===== config.mk =====
export PLATFORM = sky130hd
export DESIGN_NAME = pd_block_load_ctrl
export DESIGN_NICKNAME = d
export VERILOG_FILES = /design/src/rtl/pd_block_load_ctrl.sv
export SDC_FILE = /design/constraint.sdc
export NUM_CORES = 1
export LEC_CHECK = 0
export ABC_AREA = 0
export CAP_MARGIN = 20
export CORE_MARGIN = 1.5
export CORE_UTILIZATION = 48
export DETAILED_ROUTE_END_ITERATION = 8
export PLACE_DENSITY = 0.78
export SYNTH_ARGS = -nofsm -noshare
export SYNTH_HDL_FRONTEND = slang
export SYNTH_SLANG_ARGS = --single-unit

===== constraint.sdc =====
create_clock -name clk -period 1.95 [get_ports clk]
set_input_delay 0.39 -clock clk [delete_from_list [all_inputs] [get_ports clk]]
set_output_delay 0.39 -clock clk [all_outputs]
set_load 0.01 [all_outputs]

===== src/rtl/pd_block_load_ctrl.sv =====
// pd_block_load_ctrl: loads the 112-byte header into block storage, then drives
// the hash/nonce-increment retry loop until a hit, try exhaustion or abort.
`default_nettype none

module pd_block_load_ctrl #(
  parameter int MAX_TRIES = 1024,
  parameter int TRY_W     = 32
) (
  input  logic             clk,
  input  logic             rst,
  input  logic             start,
  input  logic             abort,
  input  logic             in_valid,
  input  logic [7:0]       in_data,
  output logic             in_ready,
  output logic             store_en,
  output logic [6:0]       store_sel,
  output logic [7:0]       store_data,
  output logic             nonce_inc,
  output logic             hash_start,
  input  logic             hash_done,
  input  logic             hash_hit,
  output logic             busy,
  output logic             found,
  output logic             exhausted,
  output logic [TRY_W-1:0] tries
);

  typedef enum logic [2:0] {
    S_IDLE      = 3'd0,
    S_LOAD      = 3'd1,
    S_FLUSH     = 3'd2,
    S_HASH      = 3'd3,
    S_WAIT      = 3'd4,
    S_INC       = 3'd5,
    S_FOUND     = 3'd6,
    S_EXHAUSTED = 3'd7
  } state_t;

  localparam logic [TRY_W-1:0] MAX_T     = TRY_W'(MAX_TRIES);
  localparam logic [6:0]       LAST_BYTE = 7'd111;

  state_t           state_q, state_d;
  logic [6:0]       count_q, count_d;
  logic [TRY_W-1:0] tries_q, tries_d;
  logic             store_en_q, store_en_d;
  logic [6:0]       store_sel_q, store_sel_d;
  logic [7:0]       store_data_q, store_data_d;

  always_ff @(posedge clk or posedge rst) begin
    if (rst) begin
      state_q      <= S_IDLE;
      count_q      <= 7'd0;
      tries_q      <= '0;
      store_en_q   <= 1'b0;
      store_sel_q  <= 7'd0;
      store_data_q <= 8'd0;
    end else begin
      state_q      <= state_d;
      count_q      <= count_d;
      tries_q      <= tries_d;
      store_en_q   <= store_en_d;
      store_sel_q  <= store_sel_d;
      store_data_q <= store_data_d;
    end
  end

  always_comb begin
    state_d      = state_q;
    count_d      = count_q;
    tries_d      = tries_q;
    store_en_d   = 1'b0;
    store_sel_d  = store_sel_q;
    store_data_d = store_data_q;
    in_ready     = 1'b0;
    hash_start   = 1'b0;
    nonce_inc    = 1'b0;

    // Abort overrides everything; progress counters are kept until the next start.
    if (abort) begin
      state_d = S_IDLE;
    end else begin
      case (state_q)
        S_IDLE, S_FOUND, S_EXHAUSTED: begin
          if (start) begin
            state_d = S_LOAD;
            count_d = 7'd0;
            tries_d = '0;
          end
        end
        S_LOAD: begin
          in_ready = 1'b1;
          if (in_valid) begin
            store_en_d   = 1'b1;
            store_sel_d  = count_q;
            store_data_d = in_data;
            count_d      = count_q + 7'd1;
            if (count_q == LAST_BYTE) state_d = S_FLUSH;
          end
        end
        S_FLUSH: state_d = S_HASH;
        S_HASH: begin
          hash_start = 1'b1;
          state_d    = S_WAIT;
        end
        S_WAIT: begin
          if (hash_done) begin
            if (tries_q < MAX_T) tries_d = tries_q + TRY_W'(1);
            if (hash_hit)            state_d = S_FOUND;
            else if (tries_d >= MAX_T) state_d = S_EXHAUSTED;
            else                     state_d = S_INC;
          end
        end
        S_INC: begin
          nonce_inc = 1'b1;
          state_d   = S_HASH;
        end
        default: state_d = S_IDLE;
      endcase
    end
  end

  assign store_en   = store_en_q;
  assign store_sel  = store_sel_q;
  assign store_data = store_data_q;
  assign tries      = tries_q;
  assign found      = (state_q == S_FOUND);
  assign exhausted  = (state_q == S_EXHAUSTED);
  assign busy       = !(state_q == S_IDLE || state_q == S_FOUND || state_q == S_EXHAUSTED);

endmodule

`default_nettype wire


* Word level (Yosys, flattened, before mapping)
Index checks and enable logic that the tools add are counted.
** Storage, ports and cells
- Register bits :: 58
- Input bits :: 15
- Output and inout port bits :: 54
- Logic and storage cells :: 65
** Operators by class
- Add/subtract/negate cells :: 2
- Order comparisons :: 2
- Equality and inequality tests :: 15
- Multiplexer cells :: 27
- Bitwise gates (word level) :: 1
- Reductions and logical operators :: 12
** Operators by type and width (number)
- 2-to-1 mux 32 bit :: 6
- one-hot mux 32 bit (2 select lines) :: 1
- adder 32 x 1 -> 32 bit, second input constant :: 1
- >= comparator 32 x 11 -> 1 bit, second input constant :: 1
- < comparator 32 x 11 -> 1 bit, second input constant :: 1
- 2-to-1 mux 3 bit :: 5
- one-hot mux 3 bit (5 select lines) :: 1
- 2-to-1 mux 7 bit :: 2
- one-hot mux 7 bit (2 select lines) :: 1
- == test 3 bit, second input constant :: 4
- inequality test 3 bit, second input constant :: 4
- AND reduction 4 bit :: 3
- 2-to-1 mux 1 bit :: 9
- adder 7 x 1 -> 7 bit, second input constant :: 1
- == test 7 bit, second input constant :: 1
- == test 3 x 2 -> 1 bit, second input constant :: 2
- inequality test 2 bit, second input constant :: 3
- 2-to-1 mux 2 bit :: 2
- nonzero test 2 bit :: 2
- == test 3 x 1 -> 1 bit, second input constant :: 1
- zero test 3 bit :: 1
- AND reduction 3 bit :: 1
- OR reduction 3 bit :: 1
- logical OR 1 bit :: 2
- 3 further kinds :: 3

* Depth between registers and ports, before layout
Gate-level depths: netlist of run 1.
- Word-level depth :: 11
- Depth in mapped cells :: 8
- Mapped depth without buffers :: 6

* Least setup slack after synthesis of run 1
No wires, ideal clock.
- Path kind :: register to register
- Start :: register tries_q[10] (netlist: tries[10])
- End :: register tries_q[9] (netlist: tries[9])
- Setup time :: 0.120 ns
- Arrival :: 1.543 ns
- Data required time :: 1.830 ns
- Path slack :: 0.288 ns
- Cell stages (with the launch flop) :: 6
- Path buffers :: 0
- Period minus slack after synthesis :: 1.662 ns
- Cells stage by stage :: dfrtp_1 nor4_4 nand4_4 and4bb_1 a21oi_1 a31o_1
** On the way
- Longest elaborated chain between the ends :: 7
** RTL lines
- from (decl) :: RTL line 45 : logic [TRY_W-1:0] tries_q, tries_d;
- from (signal assigned) :: RTL line 61 : tries_q <= tries_d;
- < comparator 32 x 11 -> 1 bit :: RTL line 108 : if (tries_q < MAX_T) tries_d = tries_q + TRY_W'(1);
- 2-to-1 mux 32 bit :: RTL line 108
- 2-to-1 mux 32 bit :: RTL line 107 : if (hash_done) begin
- 2-to-1 mux 32 bit :: RTL line 83 : case (state_q)
- 2-to-1 mux 32 bit :: RTL line 80 : if (abort) begin
- 2-to-1 mux 32 bit :: RTL line 107
- one-hot mux 32 bit (2 select lines) :: RTL line 83
No other way between the ends. The select of a mux whose other input is x is not followed.
A chain may end at the register's enable or synchronous reset.

* Worst setup path after layout of run 1
- Start :: register state_q[2]
- End :: register tries_q[6] (netlist: tries[6])
** On the way
- Longest elaborated chain between the ends :: 4
- Elaborated cells on any way between the ends :: 10
- Those cells by class :: eq/ne: 5; mux: 1; reduce/logical: 4
** RTL lines
- from (decl) :: RTL line 43 : state_t state_q, state_d;
- from (signal assigned) :: RTL line 59 : state_q <= state_d;
- == test 3 bit or zero test 3 bit (tied branches) :: RTL line 83
- OR reduction 3 bit :: RTL line 83
- inequality test 2 bit (no source line) or nonzero test 2 bit (tied branches)
- AND reduction 4 bit (no source line)
Several ways; a longest one is shown, not always the timed one.

==> out/summary.json, run 1 <==
{
  "outcome": "finished clean",
  "crit_fanout": 9,
  "io_pins": 69,
  "pre_cts_slack_ns": -0.290,
  "htree_num_levels": 3,
  "worst-slew-pin-transition_ns": 0.400,
  "slew_headroom": 0.732,
  "die_area_sq_um": 6130,
  "cts_tree": "done",
  "synth_ff_type": "dfrtp_1",
  "die_w_um": 78.3,
  "rows": 27,
  "cts.sink_count": 58,
  "worstSkewPairLatency_ns": 0.33,
  "number_of_enable_flip_flop_cells_after_synthesis": 0,
  "ys_top_cells_by_area": "dfrtp_1, nand2_1, nor2b_1",
  "final-max-slew-violation-count": 0,
  "die-height_um": 78.3,
  "setup.worst_path.end_class": "flip-flop",
  "detail_route.iter0.violations": 163,
  "antenna_cells": 0,
  "count_of_cell_types_in_the_netlist": 47,
  "dp_hpwl_um": 4200,
  "synthCells": 261,
  "yosys.area.top_type": "dfrtp_1",
  "path_clk_slew_ns": 0.07,
  "wl_per_cell_um": 14.2,
  "ys.warnings.count": 0,
  "p_leak_nw": 1.93,
  "routed-via-count": 2236,
  "fin_ws_ns": 0.0408,
  "routed_wirelength_um": 6220,
  "async_flop_share": 1.00,
  "timing.hold.worst.class": "input pin to async pin",
  "clock_path_buffers": 2,
  "first_global_vias": 2060,
  "remaining_drc_errors": 0,
  "post_route_clock_skew_ns": 0.00558,
  "placement.io_buffers": 68,
  "power.density_cell_area_nw_per_um2": 806,
  "synth.cell_area_sq_um": 2720,
  "postCtsHoldBufs": 0,
  "finalCriticalPeriod_ns": 1.91,
  "timing.critical_path.arrival_ns": 2.14,
  "grt_start_max_net_pins": 47,
  "vias_per_cell": 5.12,
  "post_dp_cell_area_sq_um": 3600,
  "track_usage": 0.210,
  "ys_ff_latch": 58,
  "final_clock_period_utilization_by_the_worst_path": 0.979,
  "gr_ovfl_total": 0,
  "proportion_of_layout_cells_with_a_drive_suffix_above_1": 0.197,
  "antenna_found_initial": 0,
  "post-synth-top-area-fraction": 0.533,
  "antenna_violating_nets_post_route": 0,
  "layout.filler_cells": 412,
  "fmax_ghz": 0.524,
  "clock_root_buffer": "clkbuf_8",
  "drt_pass1_iterations": 4,
  "max_cap_viol_count": 0,
  "design.core.area_sq_um": 5470,
  "numCtsBuffers": 9,
  "setup-violations-final": 0,
  "critical_setup_path_kind": "flip-flop to flip-flop",
  "final_net_count": 377,
  "timing_hold_violations_final": 0,
  "post-route-cell-area_sq_um": 3910,
  "avgSynthCellArea_sq_um": 10.4,
  "rsz0062_at_grt": "true",
  "peakVddDrop_mv": 0.605,
  "worst_setup_path_start_kind": "flip-flop",
  "gp_routability_congestion": 0.870,
  "cp_data_required_time_ns": 2.18,
  "yosysSeqAreaShare": 0.533,
  "synth_commonest_cells": "dfrtp_1, nand2_1, nor2b_1",
  "postSynthNetCount": 278,
  "post-synth-top-count-cell": "dfrtp_1",
  "floorplan.initialDensity": 0.497,
  "layout-area-overhead-vs-synth_pct": 43.7,
  "grt_first_pass_wirelength_um": 9980
}
==> through the flow <==
step	hold slack, ns	total power (W)	std cells	setup TNS, ns	utilization
6_report	0.323	0.00315	437	0	0.715
5_1_grt	0.342	0.00330	437	-0.204	0.715
3_3_place_gp	0.457	0.00207	409	-1.35	0.657
2_1_floorplan	0.471	0.00173	261	0	-
4_1_cts	0.319	0.00313	429	-0.281	0.697
3_5_place_dp	0.466	0.00210	409	-3.25	0.657
==> layout make-up <==
class | instances | area, sq um | area share
repair buffers | 102 | 967 | 0.247
clock buffers | 14 | 173 | 0.0441
inverters | 6 | 22.5 | 0.00576
multi-input cells | 183 | 1200 | 0.306
well taps | 72 | 90.1 | 0.0230
flip-flops and latches | 58 | 1450 | 0.371
clock inverters | 2 | 10.0 | 0.00256
==> cells by family (layout without fill, tap and decap cells) <==
kind of cell,count (synthesis),in the layout,synth area share
flip-flops,58,58,0.533
buffers and inverters,20,124,0.0368
AND/OR/NAND/NOR,151,151,0.335
adder cells (fa/ha/maj),2,2,0.00919
XOR/XNOR,12,12,0.0386
AO/OA/AOI/OAI,18,18,0.0469
==> per-layer routing <==
layer  vias up  global-route usage  wire [um]
met1      1065               0.283       2790
li1       1079                   -          -
met3        12              0.0500        357
met5         -                   0          0
met2        80               0.320       2950
met4         0               0.102        117
==> state kept, by name, summed over array words and instances (netlist names) <==
| name | flops |
|---|---|
| tries | 32 |
| store_data | 8 |
| count_q | 7 |
| store_sel | 7 |
| state_q | 3 |
| store_en | 1 |
==> timing repair <==
| item | in CTS | in global routing |
|---|---|---|
| setup endpoints to repair | 6 | 6 |
| pin swaps | 0 | 1 |
| resized for setup | 7 | 13 |
| buffers inserted | 4 | 8 |
==> path summary, 6_finish.rpt <==
kind                       cells after the start  slack, ns                startpoint                       end
setup / recovery                               8       0.04    state_q[2]$_DFFE_PP0P_      tries[6]$_DFFE_PP0P_
hold / removal                                 2       0.32                       rst     tries[17]$_DFFE_PP0P_
setup reg to reg                               8       0.04    state_q[2]$_DFFE_PP0P_      tries[6]$_DFFE_PP0P_
hold reg to reg                                2       0.48  store_sel[4]$_DFFE_PP0P_  store_sel[4]$_DFFE_PP0P_
max in group asynchronous                      3       1.10                       rst    state_q[1]$_DFFE_PP0P_
min in group clk                               2       0.48  store_sel[4]$_DFFE_PP0P_  store_sel[4]$_DFFE_PP0P_
==> worst max-delay path, stage by stage, from the launching register on <==
cell and delay, ns:
dfrtp_1 0.41, buf_6 0.15, buf_4 0.14, nor4b_4 0.29, buf_4 0.17, nor3_4 0.06
nor4_4 0.31, a311o_1 0.23, nand2_1 0.04
==> power breakdown <==
group / internal (W) / leakage [nW] / switching (W)
Combinational: 0.000393 / 1.04 / 0.000329
Clock: 0.000562 / 0.0965 / 0.000459
Sequential: 0.00132 / 0.792 / 0.0000900
==> cells in the final DEF (no fill, tap or decap), types with 2 or more instances in the layout <==
master / synthesis / layout
dlymetal6s2s_1: 0 / 4
clkdlybuf4s50_1: 0 / 61
nand3_1: 5 / 5
dfrtp_1: 58 / 57
clkinv_2: 0 / 2
buf_12: 0 / 2
nor4_1: 5 / 5
nand4_1: 4 / 4
nor4b_4: 2 / 2
o21ai_0: 5 / 5
xnor2_1: 7 / 7
nor2b_1: 24 / 23
and4_1: 3 / 3
nor4_4: 5 / 6
buf_6: 1 / 2
and2_1: 2 / 2
ha_1: 2 / 2
clkbuf_8: 0 / 12
a21oi_1: 3 / 2
inv_1: 5 / 4
a311o_1: 2 / 2
inv_2: 1 / 2
nor2_1: 23 / 23
clkbuf_1: 4 / 2
and3_1: 4 / 4
xor2_1: 5 / 5
nand2_1: 57 / 57
nor3_1: 3 / 3
and4bb_2: 1 / 2
buf_4: 3 / 30
(Power assumes the default switching activity.)
==> inputs of run 2 (changes only) <==
Settings changed: CORE_MARGIN 1.5 to not set, CORE_UTILIZATION 48 to 49, PLACE_DENSITY 0.78 to 0.8.
==> run 2 against run 1 <==
Compared with the run above:
- combinational power down 3.0%
- clock power up 9.8%
- first-iteration DRC count down 28%
- critical path depth down 5
- largest cell class unchanged
- maximum frequency down 0.47%
==> out/summary.json, run 2 (same netlist as run 1, synthesis figures left out) <==
{
  "outcome": "finished clean",
  "grt_first_pass_wirelength_um": 10600,
  "die_area_sq_um": 5860,
  "placement.io_buffers": 68,
  "detail_route.iter0.violations": 117,
  "place_inst": 405,
  "comb_power_share": 0.217,
  "worstSkewPairLatency_ns": 0.33,
  "power.density_cell_area_nw_per_um2": 832,
  "antenna_violating_nets_post_route": 0,
  "track_usage": 0.235,
  "critical_setup_path_kind": "flip-flop to output port",
  "power_frac_seq": 0.435,
  "rows": 26,
  "finalCriticalPeriod_ns": 1.92,
  "flip_flop_count_of_the_largest_register_after_layout": 32,
  "timing_hold_violations_final": 0,
  "multi_input_area_sq_um": 1200,
  "wl_per_cell_um": 14.5,
  "clock_root_buffer": "clkbuf_8",
  "crit_fanout": 3,
  "layout.cells.most_common": "clkdlybuf4s50_1",
  "final_clock_period_utilization_by_the_worst_path": 0.984,
  "sw_frac_of_total": 0.272,
  "worst_setup_path_start_kind": "flip-flop",
  "timing.hold.worst.class": "input pin to async pin",
  "cp_data_required_time_ns": 1.56,
  "drt_pass1_iterations": 4,
  "clockPowerShare": 0.348,
  "rsz0062_at_grt": "true",
  "antenna_found_initial": 0,
  "design.core.area_sq_um": 5240,
  "pre_cts_slack_ns": -0.239,
  "max_cap_viol_count": 0,
  "cp_slowest_stage_delay_ns": 0.41,
  "peakVddDrop_mv": 0.726,
  "worst-slew-pin-transition_ns": 0.378,
  "vias_per_cell": 5.09,
  "layout-area-overhead-vs-synth_pct": 42.4,
  "gr_ovfl_total": 0,
  "numCtsBuffers": 9,
  "setup.worst_path.end_class": "output port",
  "setup-violations-final": 0,
  "power_switching_w": 0.000877,
  "clock_path_buffers": 2,
  "htree_num_levels": 3,
  "remaining_drc_errors": 0,
  "routed_wirelength_um": 6190,
  "proportion_of_layout_cells_with_a_drive_suffix_above_1": 0.193,
  "post_dp_cell_area_sq_um": 3590,
  "worstPathCellList": "or3_4 > and2_4 > clkdlybuf4s15_2",
  "fmax_ghz": 0.521,
  "floorplan.initialDensity": 0.520,
  "gp_routability_congestion": 0.824,
  "cts_tree": "done",
  "regArea_sq_um": 1450,
  "worst_path_max_delay_cell": "dfrtp_1",
  "dp_hpwl_um": 4220,
  "instances_no_fill": 427,
  "die-height_um": 76.5,
  "overall_power_consumption_w": 0.00322,
  "timing.critical_path.arrival_ns": 1.53,
  "slew_headroom": 0.745,
  "first_global_vias": 2210,
  "path_clk_slew_ns": 0.06,
  "fin_ws_ns": 0.0319,
  "routed-via-count": 2173,
  "most-common-layout-cells": "clkdlybuf4s50_1, dfrtp_1, nand2_1",
  "antenna_cells": 0,
  "layout.filler_cells": 391,
  "internal_power_w": 0.00235,
  "cts.sink_count": 58,
  "p_leak_nw": 1.85,
  "post-route-cell-area_sq_um": 3880,
  "final-max-slew-violation-count": 0,
  "final_net_count": 369,
  "post_route_clock_skew_ns": 0.00621,
  "io_pins": 69,
  "die_w_um": 76.5,
  "grt_start_max_net_pins": 59
}
[run 2: worst max-delay path, delay by kind of cell, from the launching register on]
| kind | cells | cell delay (ns) |
|---|---|---|
| buf+inv | 1 | 0.22 |
| flops | 1 | 0.41 |
| simple gates | 2 | 0.57 |
[run 2: layer usage]
metal,global-route usage,vias up,part of all wire
met2,0.356,56,0.47
met4,0.133,0,0.019
met1,0.310,1042,0.47
li1,-,1063,-
met3,0.0551,12,0.045
met5,0,-,0
[run 2: worst paths after layout]
path | startpoint | end | slack (ns) | cells after the start
worst max-delay path | state_q[2]$_DFFE_PP0P_ | busy | 0.03 | 3
worst min-delay path | rst | store_sel[4]$_DFFE_PP0P_ | 0.42 | 3
worst max register to register | state_q[1]$_DFFE_PP0P_ | tries[9]$_DFFE_PP0P_ | 0.04 | 7
worst min register to register | store_sel[1]$_DFFE_PP0P_ | store_sel[1]$_DFFE_PP0P_ | 0.47 | 2
max in group asynchronous | rst | tries[6]$_DFFE_PP0P_ | 1.26 | 3
min in group clk | store_sel[1]$_DFFE_PP0P_ | store_sel[1]$_DFFE_PP0P_ | 0.47 | 2
[run 2: area by class of cell]
type | instances | area share
clock buffer | 11 | 0.0391
clock inverter | 5 | 0.0136
inverter | 6 | 0.00581
multi-input combinational | 183 | 0.309
sequential | 58 | 0.374
tap | 70 | 0.0226
timing repair buffer | 94 | 0.236
[run 2: metrics by stage]
| stage | hold slack [ns] | setup TNS [ns] | util |
|---|---|---|---|
| global placement | 0.459 | -0.938 | 0.686 |
| finish | 0.422 | 0 | 0.740 |
| detailed placement | 0.462 | -1.19 | 0.686 |
| CTS | 0.429 | 0 | 0.733 |
| global route | 0.483 | -0.0846 | 0.740 |
| floorplan | 0.471 | 0 | - |
[run 2: repair_timing]
item                       4_1_cts  5_1_grt
hold buffers                     0        0
pin swaps                        0        4
setup buffers                    3        3
setup endpoints to repair        6        9
gates resized for setup         16        8
[run 2: power by group through the flow]
stage               registers [W]  clock network (W)  logic, W
CTS                       0.00140            0.00115  0.000697
global placement          0.00142                  0  0.000657
global route              0.00142            0.00120  0.000761
detailed placement        0.00142                  0  0.000678
floorplan                 0.00146                  0  0.000272
finish                    0.00140            0.00112  0.000701
==> RTL edit 1 (config.mk and constraints of run 1) <==
`store_data_q` no longer has a reset.
--- a/src/rtl/pd_block_load_ctrl.sv
+++ b/src/rtl/pd_block_load_ctrl.sv
@@ -54,15 +54,17 @@
       tries_q      <= '0;
       store_en_q   <= 1'b0;
       store_sel_q  <= 7'd0;
-      store_data_q <= 8'd0;
     end else begin
       state_q      <= state_d;
       count_q      <= count_d;
       tries_q      <= tries_d;
       store_en_q   <= store_en_d;
       store_sel_q  <= store_sel_d;
-      store_data_q <= store_data_d;
     end
+  end
+
+  always_ff @(posedge clk) begin
+    store_data_q <= store_data_d;
   end
 
   always_comb begin
Check against the original RTL: differs if rst is asserted again (counterexample within 4 cycles, from zero or initial values and one cycle with rst high); with rst held inactive, the same outputs for 10 cycles.
==> RTL edit 1 against run 1 <==
Cell area up 2.1%. The flow now finishes with violations (setup timing). Via count is 4.6% higher. Area after synthesis is 2.8% lower. Largest power group unchanged. Critical endpoint unchanged. Power grew 1.3%. Routed wire length increased by 14%. First-iteration DRC count increased by 85%. Cell count decreased by 4.1%. Sequential cell count is the same. Setup slack worse by 0.12 ns.
==> RTL edit 1: results (changes against run 1) <==
GRT
  • Global-route wire length before repair: 11.2 mm (was 9.98 mm)
  • All-layer global routing usage: 0.242 (was 0.210)
  • Largest net degree at the start of global routing: 51 (was 47)
  • Vias in the first global route: 2249 (was 2060)

STA
  • # setup viols final: 3 (was 0)
  • Setup ws final: -0.0822 ns (was 0.0408 ns)
  • Clock Skews: 0.00654 ns (was 0.00558 ns)
  • Worst hold margin: 0.409 ns (was 0.323 ns)

Setup path
  • Reg2reg path depth: 4 (was 8)
  • Crit Reg-Reg Startpoint: state_q[0]$_DFFE_PP0P_ (was state_q[2]$_DFFE_PP0P_)
  • Worst Path Max Fanout: 3 (was 9)

Synth
  • Post-synth EDFFs: 8 (was 0)
  • Synth async-reset ratio: 0.862 (was 1.00)
  • Synth area leaders: dfrtp_1, edfxtp_1, and2_1 (was dfrtp_1, nand2_1, nor2b_1)
  • Sequential element share of the synthesized area: 0.563 (was 0.533)
  • Syn Inst Count: 241 (was 261)

Detailed routing
  • WL/cell: 16.9 um (was 14.2 um)
  • Via density: 5.58 (was 5.12)
  • DR pass1 iterations: 7 (was 4)
  • Starting DRT DRC Count: 302 (was 163)

Layout
  • Post-layout nets: 361 (was 377)
  • Share of layout cells above drive strength 1: 0.229 (was 0.197)
  • Fillers: 363 (was 412)

Pwr
  • Leak: 1.77 nW (was 1.93 nW)
  • Worst vdd ir: 0.461 mV (was 0.605 mV)

Outcome
  • Outcome: finished with violations (was completed)
  • Failing checks: setup timing

Place
  • RePlAce Congestion: 0.826 (was 0.870)
==> RTL edit 1: cell count changes in the layout (fill, tap and decap cells not counted), moves of 7 or more <==
cell / delta
or4_1: +7
mux2i_1: +8
xnor2_1: -7
nand2_1: -38
a21oi_1: +9
dfrtp_1: -7
o31ai_1: +7
nor2_1: -16
edfxtp_1: +8
nor2b_1: -22
mux2_2: +7
nand2b_1: +7
and2_1: +20
==> RTL edit 1: worst max-delay path, stage by stage (launching register included) <==
cell	delay, ns
dfrtp_1	0.42
or4bb_4	0.59
a311o_1	0.39
or4_4	0.43
a21oi_2	0.13
==> RTL edit 1: what timing repair did <==
item / CTS / global route
buffers inserted: 1 / 10
gates resized for setup: 15 / 16
pin swaps: 6 / 4
cloned: 0 / 1
setup endpoints to repair: 14 / 17
hold buffers: 0 / 0
==> RTL edit 1: kinds of logic (layout without fill, tap and decap cells) <==
kind of cell | after synthesis | count (layout) | synth area share
AO/OA/AOI/OAI | 37 | 38 | 0.0940
adder cells (fa/ha/maj) | 2 | 2 | 0.00945
buffers and inverters | 18 | 125 | 0.0298
flip-flops | 58 | 58 | 0.563
multiplexers | 15 | 15 | 0.0600
AND/OR/NAND/NOR | 111 | 111 | 0.243
==> RTL edit 1: report_power, final <==
group	total (W)	switching, W	internal, W	leakage [nW]
registers	0.00133	0.0000447	0.00128	0.766
logic	0.000563	0.000278	0.000285	0.882
clock network	0.00130	0.000480	0.000822	0.119
==> RTL edit 1: through the flow <==
stage,worst slack [ns],utilization,area [um^2]
floorplan,0.00405,-,2660
global placement,-0.468,0.687,3580
detailed placement,-0.514,0.687,3580
CTS,-0.0398,0.737,3830
global route,-0.120,0.767,3990
finish,-0.0822,0.767,3990
==> RTL edit 1: final cells by class <==
type                    instances  share of cell area
multi-input cells             166               0.296
well taps                      70              0.0219
repair buffers                105               0.246
flip-flops and latches         58               0.374
clock buffers                  12              0.0414
inverters                       4             0.00376
clock inverters                 4              0.0182
==> RTL edit 1: layer usage <==
metal,global-route usage,share of wire,vias to the layer above
li1,-,-,1105
met1,0.331,0.45,1125
met2,0.371,0.47,98
met3,0.0488,0.056,11
met4,0.109,0.015,0
met5,0,0,-
==> RTL edit 1: worst max-delay path by stage <==
stage | end | cells after the start | slack [ns] | start
after global routing | tries[6]$_DFFE_PP0P_ | 4 | -0.12 | state_q[2]$_DFFE_PP0P_
after floorplan | tries[4]$_DFFE_PP0P_ | 5 | 0.004 | state_q[0]$_DFFE_PP0P_
after global placement | tries[4]$_DFFE_PP0P_ | 5 | -0.47 | hash_done
after CTS | tries[7]$_DFFE_PP0P_ | 6 | -0.04 | state_q[2]$_DFFE_PP0P_
final | tries[6]$_DFFE_PP0P_ | 4 | -0.08 | state_q[0]$_DFFE_PP0P_
after detailed placement | tries[6]$_DFFE_PP0P_ | 5 | -0.51 | hash_done
==> RTL edit 2 (settings of run 1) <==
Without the edit above. The parameter `TRY_W` goes from 32 to 28.
--- a/src/rtl/pd_block_load_ctrl.sv
+++ b/src/rtl/pd_block_load_ctrl.sv
@@ -4,7 +4,7 @@
 
 module pd_block_load_ctrl #(
   parameter int MAX_TRIES = 1024,
-  parameter int TRY_W     = 32
+  parameter int TRY_W     = 28
 ) (
   input  logic             clk,
   input  logic             rst,
Interface: changed (resized tries); port bits go from 69 to 65. No check against the original RTL was run, so the function may have changed too.
==> RTL edit 2 against run 1 <==
The run now ends with setup timing left. Clock power shrank 38%. Area after synthesis is 8.5% lower. Sequential cell count shrank 4. Count of clock-buffer cells in the layout fell by 7. Setup slack worse by 0.054 ns. Power down 13%. First-iteration DRC count rose by 12%. Routed wire length fell by 11%. Die area fell by 8.1%. Cell area fell by 8.5%.
==> RTL edit 2: results (changes against run 1) <==
STA
  • Rel. slew slack: 0.714 (was 0.732)
  • Setup_tns: -0.0128 ns (was 0 ns)
  • # setup viols final: 1 (was 0)
  • Setup ws final: -0.0128 ns (was 0.0408 ns)
  • Clock Skews: 0.0145 ns (was 0.00558 ns)

Layout
  • Fillers: 371 (was 412)
  • Share of layout cells above drive strength 1: 0.213 (was 0.197)
  • Max reg flops: 28 (was 32)
  • Post-layout nets: 345 (was 377)

Setup path
  • CP arrival: 2.21 ns (was 2.14 ns)
  • Reg2reg path depth: 5 (was 8)
  • Worst Path Max Fanout: 3 (was 9)
  • Slowest stage delay, CP: 0.52 ns (was 0.41 ns)
  • Cell family contributing the most delay on the critical path: simple AND/OR/NAND/NOR gates (unchanged)
  • CP max-delay cell: or4_4 (was dfrtp_1)
  • Critical Path Sink: tries[8]$_DFFE_PP0P_ (was tries[6]$_DFFE_PP0P_)
  • Crit path from: tries[19]$_DFFE_PP0P_ (was state_q[2]$_DFFE_PP0P_)

Synth
  • Cell variety after synth: 46 (was 47)
  • Synth area leaders: dfrtp_1, mux2_2, nor2b_1 (was dfrtp_1, nand2_1, nor2b_1)
  • Ys Warns: 0 (unchanged)
  • Sequential element share of the synthesized area: 0.542 (was 0.533)
  • Syn_nets: 255 (was 278)
  • Synth top cells by count: dfrtp_1, nand2_1, nor2b_1 (unchanged)

Place
  • Place WS: -0.256 ns (was -0.290 ns)
  • Placed inst area: 3400 um^2 (was 3600 um^2)
  • IO Port Bufs: 64 (was 68)
  • DP Wirelength: 3.91 mm (was 4.20 mm)
  • RePlAce Congestion: 0.941 (was 0.870)

GRT
  • Vias in the first global route: 1919 (was 2060)
  • All-layer global routing usage: 0.203 (was 0.210)
  • Largest net degree at the start of global routing: 24 (was 47)
  • Global-route wire length before repair: 8.79 mm (was 9.98 mm)

Detailed routing
  • WL/cell: 13.8 um (was 14.2 um)
  • WL met2: 2.73 mm (was 2.95 mm)
  • Wl on met1: 2.46 mm (was 2.79 mm)
  • Starting DRT DRC Count: 183 (was 163)
  • Met3 routed wirelength: 306 um (was 357 um)
  • Via density: 5.34 (was 5.12)

Clocking
  • Htree depth: 2 (was 3)
  • CTS Buf Count: 5 (was 9)
  • Clock Root Buffer: clkbuf_8 (unchanged)
  • Worst skew pair latency: 0.31 ns (was 0.33 ns)
  • Clock Pin Slew Worst Setup and Hold Paths: 0.10 ns (was 0.07 ns)

Pwr
  • Leak: 1.66 nW (was 1.93 nW)
  • Psw: 0.000765 W (was 0.000878 W)
  • Worst vdd ir: 0.764 mV (was 0.605 mV)

Outcome
  • Outcome: finished with violations (was completed)
  • Failing checks: setup timing
[RTL edit 2: worst min path at each step]
stage                                   start                   endpoint  slack (ns)  cells past startpoint
floorplan              count_q[6]$_DFFE_PP0P_     count_q[6]$_DFFE_PP0P_        0.45                      1
global placement    store_data[1]$_DFFE_PP0P_  store_data[1]$_DFFE_PP0P_        0.47                      1
detailed placement  store_data[0]$_DFFE_PP0P_  store_data[0]$_DFFE_PP0P_        0.48                      1
CTS                                       rst       tries[4]$_DFFE_PP0P_        0.39                      2
global route                              rst       tries[4]$_DFFE_PP0P_        0.40                      2
finish                                    rst       tries[4]$_DFFE_PP0P_        0.37                      2
[RTL edit 2: power groups by stage]
stage	clock [W]	combinational, W	sequential (W)
2_1_floorplan	0	0.000305	0.00140
3_3_place_gp	0	0.000731	0.00136
3_5_place_dp	0	0.000740	0.00137
4_1_cts	0.000655	0.000752	0.00135
5_1_grt	0.000694	0.000827	0.00137
6_report	0.000636	0.000753	0.00135
[RTL edit 2: stage by stage]
step	hold slack (ns)	utilization	total power, W	cells
2_1_floorplan	0.453	-	0.00170	238
3_3_place_gp	0.470	0.674	0.00209	387
3_5_place_dp	0.480	0.674	0.00211	387
4_1_cts	0.387	0.702	0.00275	398
5_1_grt	0.397	0.710	0.00289	399
6_report	0.370	0.710	0.00274	399
[RTL edit 2: area by class of cell]
cell class	count	area, um^2	share of cell area
flip-flops and latches	54	1350	0.378
multi-input cells	165	1130	0.315
repair buffers	94	890	0.249
well taps	70	87.6	0.0245
clock inverters	1	5.00	0.00140
clock buffers	7	86.3	0.0241
inverters	8	30.0	0.00839
[RTL edit 2: logic make-up (layout without fill, tap and decap cells)]
group,count (synthesis),after routing,synth area share
and+or+nand+nor,105,105,0.232
DFF,54,54,0.542
AOI/OAI and AO/OA,39,39,0.0984
muxes,19,19,0.0853
buffers and inverters,19,110,0.0316
adders and majority gates,2,2,0.0100
[RTL edit 2: metal layers]
metal,vias to the layer above,track usage
met1,1031,0.294
met5,-,0
met4,0,0.0525
li1,1022,-
met3,4,0.0335
met2,72,0.318
[RTL edit 2: repair_timing]
action / in CTS / in global routing
setup buffers: 3 / 1
resized for setup: 10 / 11
endpoints found under the hold margin: 0 / 0
pin swaps: 3 / 2
setup endpoints to repair: 10 / 19
